File: src/rtl/bitmap_encoder_pkg.sv
// rtl/bitmap_encoder_pkg.sv - shared widths and FSM state type for bitmap_encoder
package bitmap_encoder_pkg;

    localparam int VEC_W = 16;
    localparam int IDX_W = 4;

    typedef enum logic [0:0] {
        IDLE = 1'b0,
        SCAN = 1'b1
    } state_t;

endpackage

File: src/rtl/bitmap_encoder_prio_enc16.sv
// rtl/bitmap_encoder_prio_enc16.sv - lowest-set-bit encoder with single-bit-set flag
module prio_enc16
    import bitmap_encoder_pkg::*;
(
    input  logic [VEC_W-1:0] vec,
    output logic [IDX_W-1:0] idx,
    output logic             one
);

    // Scan from the top down so the lowest set bit is the last to win
    always_comb begin
        idx = '0;
        for (int i = VEC_W - 1; i >= 0; i--) begin
            if (vec[i]) begin
                idx = IDX_W'(i);
            end
        end
    end

    // Exactly one bit set: nonzero and clearing the lowest bit leaves nothing
    always_comb begin
        one = (vec != '0) && ((vec & (vec - VEC_W'(1))) == '0);
    end

endmodule

File: src/rtl/bitmap_encoder.sv
// rtl/bitmap_encoder.sv - serialises a 16-bit request bitmap into set-bit indices (BITMAP_ENCODER_ZERO_BEAT_EN adds an all-zero beat)
module bitmap_encoder
    import bitmap_encoder_pkg::*;
(
    input  logic             clk,
    input  logic             rst,
    input  logic [VEC_W-1:0] in_vec,
    input  logic             in_valid,
    output logic             in_ready,
    output logic [IDX_W-1:0] out_idx,
    output logic             out_valid,
    input  logic             out_ready,
    output logic             out_last,
    output logic             out_zero
);

    state_t           state;
    logic [VEC_W-1:0] mask;
    logic [IDX_W-1:0] enc_idx;
    logic             enc_one;
    logic             zero_q;
    logic             in_fire;
    logic             out_fire;

    prio_enc16 u_prio_enc16 (
        .vec (mask),
        .idx (enc_idx),
        .one (enc_one)
    );

    // Handshakes and output decode; outputs are forced to zero outside SCAN
    always_comb begin
        in_ready  = (state == IDLE) && !rst;
        out_valid = (state == SCAN);
        in_fire   = in_valid && in_ready;
        out_last  = out_valid && (enc_one || zero_q);
        out_idx   = out_valid ? enc_idx : '0;
        out_zero  = out_valid && zero_q;
        out_fire  = out_valid && out_ready;
    end

    // Main FSM: load the bitmap, then retire one set bit per output handshake
    always_ff @(posedge clk or posedge rst) begin
        if (rst) begin
            state <= IDLE;
            mask  <= '0;
        end else if (state == IDLE) begin
            if (in_fire) begin
                mask <= in_vec;
`ifdef BITMAP_ENCODER_ZERO_BEAT_EN
                state <= SCAN;
`else
                if (in_vec != '0) begin
                    state <= SCAN;
                end
`endif
            end
        end else begin
            if (out_fire) begin
                mask <= mask & (mask - VEC_W'(1));
                if (out_last) begin
                    state <= IDLE;
                end
            end
        end
    end

`ifdef BITMAP_ENCODER_ZERO_BEAT_EN
    // Marks that the bitmap in flight was all-zero and needs its single report beat
    always_ff @(posedge clk or posedge rst) begin
        if (rst) begin
            zero_q <= 1'b0;
        end else if (in_fire) begin
            zero_q <= (in_vec == '0);
        end else if (out_fire && out_last) begin
            zero_q <= 1'b0;
        end
    end
`else
    // Zero-bitmap reporting compiled out
    always_comb begin
        zero_q = 1'b0;
    end
`endif

endmodule
File: config.mk
export PLATFORM = sky130hd
export DESIGN_NAME = bitmap_encoder
export DESIGN_NICKNAME = d
export VERILOG_FILES = /design/src/rtl/bitmap_encoder_pkg.sv /design/src/rtl/bitmap_encoder_prio_enc16.sv /design/src/rtl/bitmap_encoder.sv
export SDC_FILE = /design/constraint.sdc
export NUM_CORES = 1
export LEC_CHECK = 0
export BUFFER_PORTS_ARGS = -buffer_cell sky130_fd_sc_hd__buf_2
export CORE_MARGIN = 10
export CORE_UTILIZATION = 35
export CTS_CLUSTER_DIAMETER = 60
export DETAILED_ROUTE_END_ITERATION = 10
export GPL_ROUTABILITY_DRIVEN = 1
export GPL_TIMING_DRIVEN = 1
export REMOVE_ABC_BUFFERS = 1
export SYNTH_ARGS = -nofsm -noshare
export SYNTH_HDL_FRONTEND = slang
export SYNTH_HIERARCHICAL = 1
export SYNTH_SLANG_ARGS = --single-unit
File: constraint.sdc
create_clock -name clk -period 4 [get_ports clk]
set_clock_uncertainty 0.15 [all_clocks]
set_input_delay 0.6 -clock clk [delete_from_list [all_inputs] [get_ports clk]]
set_output_delay 0.6 -clock clk [all_outputs]
set_load 0.05 [all_outputs]
==> reports/metrics.yaml, run 1 <==
floorplan:
  die_y_um: 80.7
  start_util: 0.358
  coreArea_mm2: 0.00361
  die-width_um: 80.7
  pin_count: 28
  die-area_mm2: 0.00652
  rows: 22
timing:
  timing.fmax_mhz: 325
  relSlewSlack: 0.187
  hold_violations: 0
  rsz0062_at_grt: "false"
  tightest_slew_ns: 1.21
  tns_ns: 0
  finalSetupViolCount: 0
  period_minus_slack_ns: 3.07
  slew_violations: 0
  finalCritPeriodShare: 0.768
  fin_hold_ws_ns: 0.335
cts:
  cts.htree.levels: 1
  post-cts-setup-buffer-count: 0
  clockBufferDepth: 2
  path_clk_slew_ns: 0.07
  cts-hold-fix-buffers: 0
  cts_resized: 0
  cts_sinks: 17
  cts_tree: "done"
  cts_made_buffers: 3
  cts_root_buf: "clkbuf_8"
  clk_latency_ns: 0.25
logic_synthesis:
  yosys.area.top_type: "dfrtp_1"
  synth_top_area_share: 0.329
  synth.area.top_cells: "dfrtp_1 (33%), nor2_1 (4.7%), nand2_1 (4.4%)"
  ys.warnings.count: 6
  synth_edf_count: 0
  postSynthCellCount: 156
  synth-main-ff-cell: "dfrtp_1"
  yosysSeqAreaShare: 0.329
  async_flop_share: 1.00
  synthesis.area_mm2: 0.00129
  avgSynthCellArea_um2: 8.28
  yosysUniqueCellTypes: 50
  ys_ff_latch: 17
drt:
  vias_per_cell: 5.81
  vias: 1320
  wl_mm: 3.60
  drt-initial-drc-count: 131
  antenna_left: 0
  route.detailed.drc: 0
  wl_per_cell_um: 15.9
  first_pass_iters: 5
critical_path:
  cpPeakStageDelay_ns: 0.50
  path_cells: "nor4_1, nand2_1, o32ai_1, and4b_1, and2_1, buf_2"
  worstPathBufferInverterCount: 1
  crit_fanout: 12
  slowest_stage: "nor4_1"
  critPathKind: "flip-flop to output port"
  required_ns: 3.25
  end_kind: "output port"
  arrival_ns: 2.32
  critPathTopFamily: "simple AND/OR/NAND/NOR gates"
  start_kind: "flip-flop"
global_route:
  overflow: 0
  grt_pass1_wl_mm: 5.94
  grt_pass1_vias: 1219
  grtUsageTotal: 0.112
  grt_max_degree: 23
  antenna_found_initial: 0
placed_design:
  gp_congestion: 0.807
  port_buffers: 26
  dpl.hpwl_mm: 2.71
  postPlaceCellArea_mm2: 0.00145
finish:
  nets: 200
  nFillCells: 377
  fin_util: 0.415
  antenna_cells: 0
  drive_above_1_share: 0.223
  fin_area_mm2: 0.00150
  area_growth_syn_to_layout_pct: 15.9
run:
  maxCapViolations: 0
power:
  cellPowerDensity_mw_per_mm2: 948
  ir_drop_v: 0.000309
  power.total_uw: 1420
  p_leak_uw: 0.000673
run_status:
  outcome: "complete, no violations"
worst_hold_path:
  holdCritPathClass: "input port to async pin"
worst paths after layout:
path,startpoint,end,slack [ns],cells past startpoint
max reg2reg,out_valid,mask[13],1.63,3
min in group clk,in_vec[0],mask[0],0.42,3
min,rst,out_valid,0.33,2
min reg2reg,mask[7],mask[7],0.48,2
max in group asynchronous,rst,mask[4],2.93,2
max,mask[5],out_last,0.93,6
state kept, by name (all words and copies together), names as in the netlist:
register	count
mask	16
out_valid	1
final cells by class:
| class | instances | area [µm²] | share of cell area |
|---|---|---|---|
| Multi-Input combinational cell | 129 | 825 | 0.551 |
| Clock buffer | 4 | 45.0 | 0.0301 |
| Timing Repair Buffer | 26 | 130 | 0.0870 |
| Tap cell | 48 | 60.1 | 0.0401 |
| Inverter | 3 | 11.3 | 0.00753 |
| Sequential cell | 17 | 425 | 0.284 |
logic make-up (layout without fill, tap and decap cells):
| kind of cell | after synthesis | after routing | synth area share |
|---|---|---|---|
| simple gates | 78 | 78 | 0.339 |
| compound gates | 44 | 44 | 0.247 |
| flops | 17 | 17 | 0.329 |
| buf+inv | 10 | 33 | 0.0359 |
| mux | 4 | 4 | 0.0310 |
| fa+ha+maj | 1 | 1 | 0.00775 |
| other cells | 1 | 1 | 0.00290 |
| xor+xnor | 1 | 1 | 0.00678 |
layout by cell type (no fill, tap or decap), types with 4 or more instances in the layout:
| master | count |
|---|---|
| nor2_1 | 16 |
| dfrtp_1 | 17 |
| a22o_1 | 6 |
| buf_2 | 26 |
| nor3_1 | 6 |
| a21oi_1 | 10 |
| nand2_1 | 15 |
| mux2i_1 | 4 |
| nor4_1 | 7 |
| and2_1 | 5 |
| nand3_1 | 7 |
| o21ai_0 | 4 |
worst register-to-register path, stage by stage (launching register included):
cell and delay (ns):
dfrtp_1 0.63, nor3b_2 1.09, mux2i_1 0.29, a31oi_1 0.06
power by group:
part	leakage [µW]	total (µW)	internal [µW]	switching, µW
sequential	0.000215	401	238	163
combinational	0.000435	890	353	538
clock	0.0000228	128	70.6	57.4
total	0.000673	1420	661	758
Yosys cell counts, types with 3 or more instances:
cell and number:
dfrtp_1 17, nor2_1 16, nand2_1 15, a21oi_1 10, nand3_1 7, nor4_1 7, a22o_1 6, nor3_1 6
and2_1 5, buf_2 4, mux2i_1 4, o21ai_0 4, a221o_1 3, inv_1 3, o211ai_1 3, o22ai_1 3
stage by stage:
stage	instances	setup WS, ns
global placement	223	1.29
CTS	227	0.955
detailed placement	223	1.24
floorplan	149	1.30
global route	227	0.759
finish	227	0.927
metal layers:
layer,vias up,routed length [µm],GRT usage
met5,-,0,0
met4,0,40,0.0519
met3,2,172,0.0155
met2,48,1720,0.178
met1,626,1670,0.147
li1,644,-,-
No activity file was read; power rests on OpenSTA's default activity.
==> inputs of run 2 (changes only) <==
==> constraint.sdc (replaced) <==
create_clock -name clk -period 3.2 [get_ports clk]
set_clock_uncertainty 0.15 [all_clocks]
set_input_delay 0.48 -clock clk [delete_from_list [all_inputs] [get_ports clk]]
set_output_delay 0.48 -clock clk [all_outputs]
set_load 0.05 [all_outputs]
==> run 2 against run 1 <==
  * Worst setup slack worse by 0.72 ns
  * Clock-buffer cell count unchanged
  * Routed wire length is 2.0% higher
  * Largest cell class unchanged
==> reports/metrics.yaml, run 2 (synthesis gave the netlist of run 1 again) <==
finish:
  layout_common_cells: "buf_2 (26), dfrtp_1 (17), nor2_1 (16), nand2_1 (15), a21oi_1 (10)"
  antenna_cells: 0  # unchanged
  final_common_cell: "buf_2"
  fin_area_mm2: 0.00151  # +1.0%
  drive_above_1_share: 0.232  # +0.00858
  nets: 202  # +1.0%
  area_growth_syn_to_layout_pct: 17.1
  regMostFlops: "mask"
  largest_reg_flops: 16  # unchanged
  fin_util: 0.419  # +0.00416
  instances_no_fill: 229  # +0.88%
  nFillCells: 369  # -2.1%
critical_path:
  regToRegSetupSlack_ns: 0.98  # -0.65 ns
  timing.rr.end: "out_valid"
  path_cells: "nor4_1, nand2_1, o32ai_1, and4b_1, and2_1, buf_2"
  required_ns: 2.57  # -0.68 ns
  slowest_stage: "nor4_1"
  critPathTopFamily: "simple AND/OR/NAND/NOR gates"
  ff2ff_path_depth: 6  # +3
  cpPeakStageDelay_ns: 0.55  # +0.05 ns
  end_kind: "output port"
  start_kind: "flip-flop"
  worstPathBufferInverterCount: 1  # unchanged
  arrival_ns: 2.37  # +0.05 ns
  critPathKind: "flip-flop to output port"
  timing.rr.start: "mask[5]"
  crit_fanout: 12  # unchanged
drt:
  wl_mm: 3.67  # +2.0%
  routed.top_layer: "met4"
  wl_met3_um: 178  # +3.5%
  wl_per_cell_um: 16.0  # +1.1%
  vias_per_cell: 5.68  # -2.3%
  vias: 1301  # -1.4%
  route.detailed.drc: 0  # unchanged
  dr_wl_met2_mm: 1.72  # about the same
  m1WireLength_mm: 1.73  # +3.4%
  drt-initial-drc-count: 99  # -24%
  antenna_left: 0  # unchanged
  first_pass_iters: 4  # -1
floorplan:
  rows: 22  # unchanged
  coreArea_mm2: 0.00361  # unchanged
  die_y_um: 80.7  # unchanged
  pin_count: 28  # unchanged
  die-area_mm2: 0.00652  # unchanged
  start_util: 0.358  # unchanged
  die-width_um: 80.7  # unchanged
timing:
  finalCritPeriodShare: 0.936
  relSlewSlack: 0.546  # +0.359
  rsz0062_at_grt: "false"
  period_minus_slack_ns: 3.00
  timing.fmax_mhz: 334
  slew_violations: 0  # unchanged
  hold_violations: 0  # unchanged
  finalSetupViolCount: 0  # unchanged
  tns_ns: 0  # unchanged
  fin_hold_ws_ns: 0.204  # -0.131 ns
  tightest_slew_ns: 0.680  # -0.534 ns
global_route:
  overflow: 0  # unchanged
  grtUsageTotal: 0.113  # +0.00133
  grt_pass1_vias: 1232  # +1.1%
  antenna_found_initial: 0  # unchanged
  grt_pass1_wl_mm: 5.96  # +0.35%
  grt_max_degree: 19  # -17%
power:
  p_leak_uw: 0.000683  # +1.5%
  ir_drop_v: 0.000361  # +17%
  cellPowerDensity_mw_per_mm2: 1180  # +25%
cts:
  cts_root_buf: "clkbuf_8"
  cts_sinks: 17  # unchanged
  cts_made_buffers: 3  # unchanged
  cts-hold-fix-buffers: 0  # unchanged
  cts_tree: "done"
  clockBufferDepth: 2  # unchanged
  cts.htree.levels: 1  # unchanged
  clk_latency_ns: 0.25  # about the same
  post-cts-setup-buffer-count: 0  # unchanged
  path_clk_slew_ns: 0.07  # about the same
  cts_resized: 0  # unchanged
placed_design:
  dpl.hpwl_mm: 2.78  # +2.5%
  postPlaceCellArea_mm2: 0.00147  # +1.0%
  dp.cells: 225  # +0.90%
  port_buffers: 26  # unchanged
  gp_congestion: 0.813  # +0.79%
worst_hold_path:
  holdCritPathClass: "input port to async pin"
run:
  maxCapViolations: 0  # unchanged
run_status:
  outcome: "complete, no violations"
## run 2: changes by cell type in the layout (fill, tap and decap cells not counted)
| cell | previous run | this run |
|---|---|---|
| buf_4 | 0 | 2 |
## run 2: cell type report
class                   instances  area [µm²]  share of cell area
multi-input cells             129         825               0.546
flip-flops and latches         17         425               0.281
repair buffers                 28         145              0.0960
well taps                      48        60.1              0.0397
clock buffers                   4        45.0              0.0298
inverters                       3        11.3             0.00745
## run 2: how the worst max path moves through the flow
| stage | startpoint | endpoint | slack, ns | cells after the start |
|---|---|---|---|---|
| after floorplan | out_valid | mask[13] | 0.50 | 3 |
| after global placement | mask[10] | out_last | 0.62 | 7 |
| after detailed placement | mask[5] | out_last | 0.57 | 6 |
| after CTS | mask[5] | out_last | 0.26 | 6 |
| after global routing | mask[5] | out_last | 0.07 | 6 |
| final | mask[5] | out_last | 0.20 | 6 |
## run 2: metal layers
layer,track usage,vias to the layer above
li1,-,644
met1,0.144,608
met2,0.189,45
met3,0.0155,4
met4,0.0467,0
met5,0,-
## run 2: worst register-to-register path: cells and delay by family, from the launching register on
family | cells | cell delay [ns]
AO/OA/AOI/OAI | 2 | 0.42
AND/OR/NAND/NOR | 4 | 1.05
flip-flops | 1 | 0.50
## run 2: metrics by stage
stage                     power (µW)  setup WS, ns
after global placement          1600         0.615
after global routing            1930        0.0733
after floorplan                 1350         0.499
after detailed placement        1620         0.569
after CTS                       1790         0.259
final                           1790         0.203
## run 2: report_power, final
part	switching (µW)	internal, µW	total (µW)	leakage (µW)
logic	693	448	1140	0.000445
registers	186	298	484	0.000215
clock network	72.2	88.3	160	0.0000228
==> inputs of run 3 (changes only) <==
--- a/config.mk
+++ b/config.mk
@@ -6,6 +6,7 @@
 export NUM_CORES = 1
 export LEC_CHECK = 0
 export BUFFER_PORTS_ARGS = -buffer_cell sky130_fd_sc_hd__buf_2
+export CORE_ASPECT_RATIO = 0.7
 export CORE_MARGIN = 10
 export CORE_UTILIZATION = 35
 export CTS_CLUSTER_DIAMETER = 60
@@ -13,6 +14,7 @@
 export GPL_ROUTABILITY_DRIVEN = 1
 export GPL_TIMING_DRIVEN = 1
 export REMOVE_ABC_BUFFERS = 1
+export SKIP_LAST_GASP = 1
 export SYNTH_ARGS = -nofsm -noshare
 export SYNTH_HDL_FRONTEND = slang
 export SYNTH_HIERARCHICAL = 1
==> run 3 against run 2 <==
  * Global-route usage fell by 0.059 points
  * Final cell count rose by 0.44%
  * Routed wire length rose by 2.6%
  * Worst setup slack improved by 0.095 ns
  * Design area fell by 0.25%
  * Critical path depth rose by 1
  * Via count rose by 1.5%
  * Die area rose by 0.59%
  * Highest routed layer is now met3
  * Largest power group unchanged
  * Non-clock buffer count fell by 1
==> reports/metrics.yaml, run 3 (synthesis gave the netlist of run 1 again) <==
critical_path:
  required_ns: 2.57  # about the same
  critPathKind: "flip-flop to output port"
  cpPeakStageDelay_ns: 0.46  # -0.09 ns
  path_cells: "or3_4, or2_1, a21oi_2, o22ai_1, and4b_1, and2_1, buf_2"
  arrival_ns: 2.27  # -0.10 ns
  end_kind: "output port"
  crit_fanout: 9  # -3
  slowest_stage: "dfrtp_1"
  worstPathBufferInverterCount: 1  # unchanged
  critPathTopFamily: "simple AND/OR/NAND/NOR gates"
  start_kind: "flip-flop"
global_route:
  grt_max_degree: 23  # +4
  grt_use_met3: 0.0274  # +0.0119
  overflow: 0  # unchanged
  grtUsageTotal: 0.113  # -0.000590
  grt_pass1_wl_mm: 6.29  # +5.6%
  top_usage_layer: "met1"
  grt_pass1_vias: 1282  # +4.1%
  grt_use_met1: 0.167  # +0.0235
  grtUsageMet2: 0.163  # -0.0262
  antenna_found_initial: 0  # unchanged
drt:
  vias: 1321  # +1.5%
  wl_mm: 3.77  # +2.6%
  wl_per_cell_um: 16.4  # +2.1%
  route.detailed.drc: 0  # unchanged
  vias_per_cell: 5.74  # +1.1%
  first_pass_iters: 6  # +2
  antenna_left: 0  # unchanged
  drt-initial-drc-count: 93  # -6.1%
floorplan:
  rows: 18  # -18%
  die_y_um: 70.8  # -12%
  start_util: 0.365  # +0.00710
  pin_count: 28  # unchanged
  coreArea_mm2: 0.00354  # -1.9%
  die-area_mm2: 0.00656  # +0.59%
  die-width_um: 92.6  # +15%
timing:
  hold_violations: 0  # unchanged
  tns_ns: 0  # unchanged
  rsz0062_at_grt: "false"
  timing.fmax_mhz: 345  # +3.3%
  finalCritPeriodShare: 0.907  # -0.0296
  setup_ws_ns: 0.298  # +0.0946 ns
  slew_violations: 0  # unchanged
  relSlewSlack: 0.513  # -0.0334
  finalSetupViolCount: 0  # unchanged
  tightest_slew_ns: 0.731  # +0.0508 ns
  period_minus_slack_ns: 2.90  # -0.0946 ns
cts:
  post-cts-setup-buffer-count: 0  # unchanged
  cts_made_buffers: 3  # unchanged
  path_clk_slew_ns: 0.07  # about the same
  cts-hold-fix-buffers: 0  # unchanged
  cts_sinks: 17  # unchanged
  clockBufferDepth: 2  # unchanged
  cts_root_buf: "clkbuf_8"
  cts_tree: "done"
  cts.htree.levels: 1  # unchanged
  clk_latency_ns: 0.25  # about the same
  cts_resized: 0  # unchanged
run:
  maxCapViolations: 0  # unchanged
finish:
  fin_util: 0.426  # +0.00725
  drive_above_1_share: 0.233  # +0.00129
  regMostFlops: "mask"
  seq_area_um2: 425  # unchanged
  nets: 201  # -0.50%
  nFillCells: 371  # +0.54%
  multi_input_area_um2: 825  # unchanged
  final_common_cell: "buf_2"
  antenna_cells: 0  # unchanged
  layout_common_cells: "buf_2 (26), dfrtp_1 (17), nor2_1 (16), nand2_1 (15), a21oi_1 (10)"
  largest_reg_flops: 16  # unchanged
  area_growth_syn_to_layout_pct: 16.8
power:
  p_leak_uw: 0.000681  # -0.25%
  ir_drop_v: 0.000504  # +40%
  cellPowerDensity_mw_per_mm2: 1180  # +0.23%
  power.total_uw: 1780  # about the same
placed_design:
  gp_congestion: 0.874  # +7.4%
  dpl.hpwl_mm: 2.82  # +1.6%
  post-place-ws_ns: 0.584  # +0.0149 ns
  port_buffers: 26  # unchanged
worst_hold_path:
  holdCritPathClass: "input port to async pin"
run_status:
  outcome: "complete, no violations"
-- run 3: worst reg2reg max path: stages (launching register included) --
cell	delay, ns
dfrtp_1	0.82
nand2_1	0.46
a22o_1	0.38
a221o_1	0.30
-- run 3: where the power goes --
| part | switching, µW | internal [µW] | total (µW) |
|---|---|---|---|
| Combinational | 670 | 442 | 1110 |
| Sequential | 214 | 297 | 511 |
| Clock | 75.7 | 86.3 | 162 |
-- run 3: cell type report --
type                       instances  area share
clock buffer                       3      0.0274
tap                               50      0.0415
sequential                        17       0.282
timing repair buffer              27      0.0913
inverter                           3     0.00747
multi-input combinational        129       0.547
clock inverter                     1     0.00332
-- run 3: layer usage --
layer,vias up,wire [µm]
li1,648,-
met5,-,0
met4,0,0
met3,0,290
met1,606,1890
met2,67,1590
-- run 3: path summary, 6_finish.rpt --
path,depth (start not counted),start,end,slack (ns)
worst max-delay path,7,mask[10],out_last,0.30
worst min register to register,2,mask[7],mask[7],0.49
min in group clk,3,in_vec[0],mask[0],0.28
worst min-delay path,2,rst,mask[8],0.21
max in group asynchronous,2,rst,mask[10],2.25
worst max register to register,3,out_valid,mask[4],0.97
-- run 3: per-stage QoR --
| stage | area [µm²] | cells | hold WS [ns] |
|---|---|---|---|
| 6_report | 1510 | 230 | 0.213 |
| 5_1_grt | 1510 | 230 | 0.271 |
| 4_1_cts | 1510 | 230 | 0.239 |
| 3_5_place_dp | 1460 | 226 | 0.468 |
| 3_3_place_gp | 1460 | 226 | 0.458 |
| 2_1_floorplan | 1260 | 149 | 0.256 |
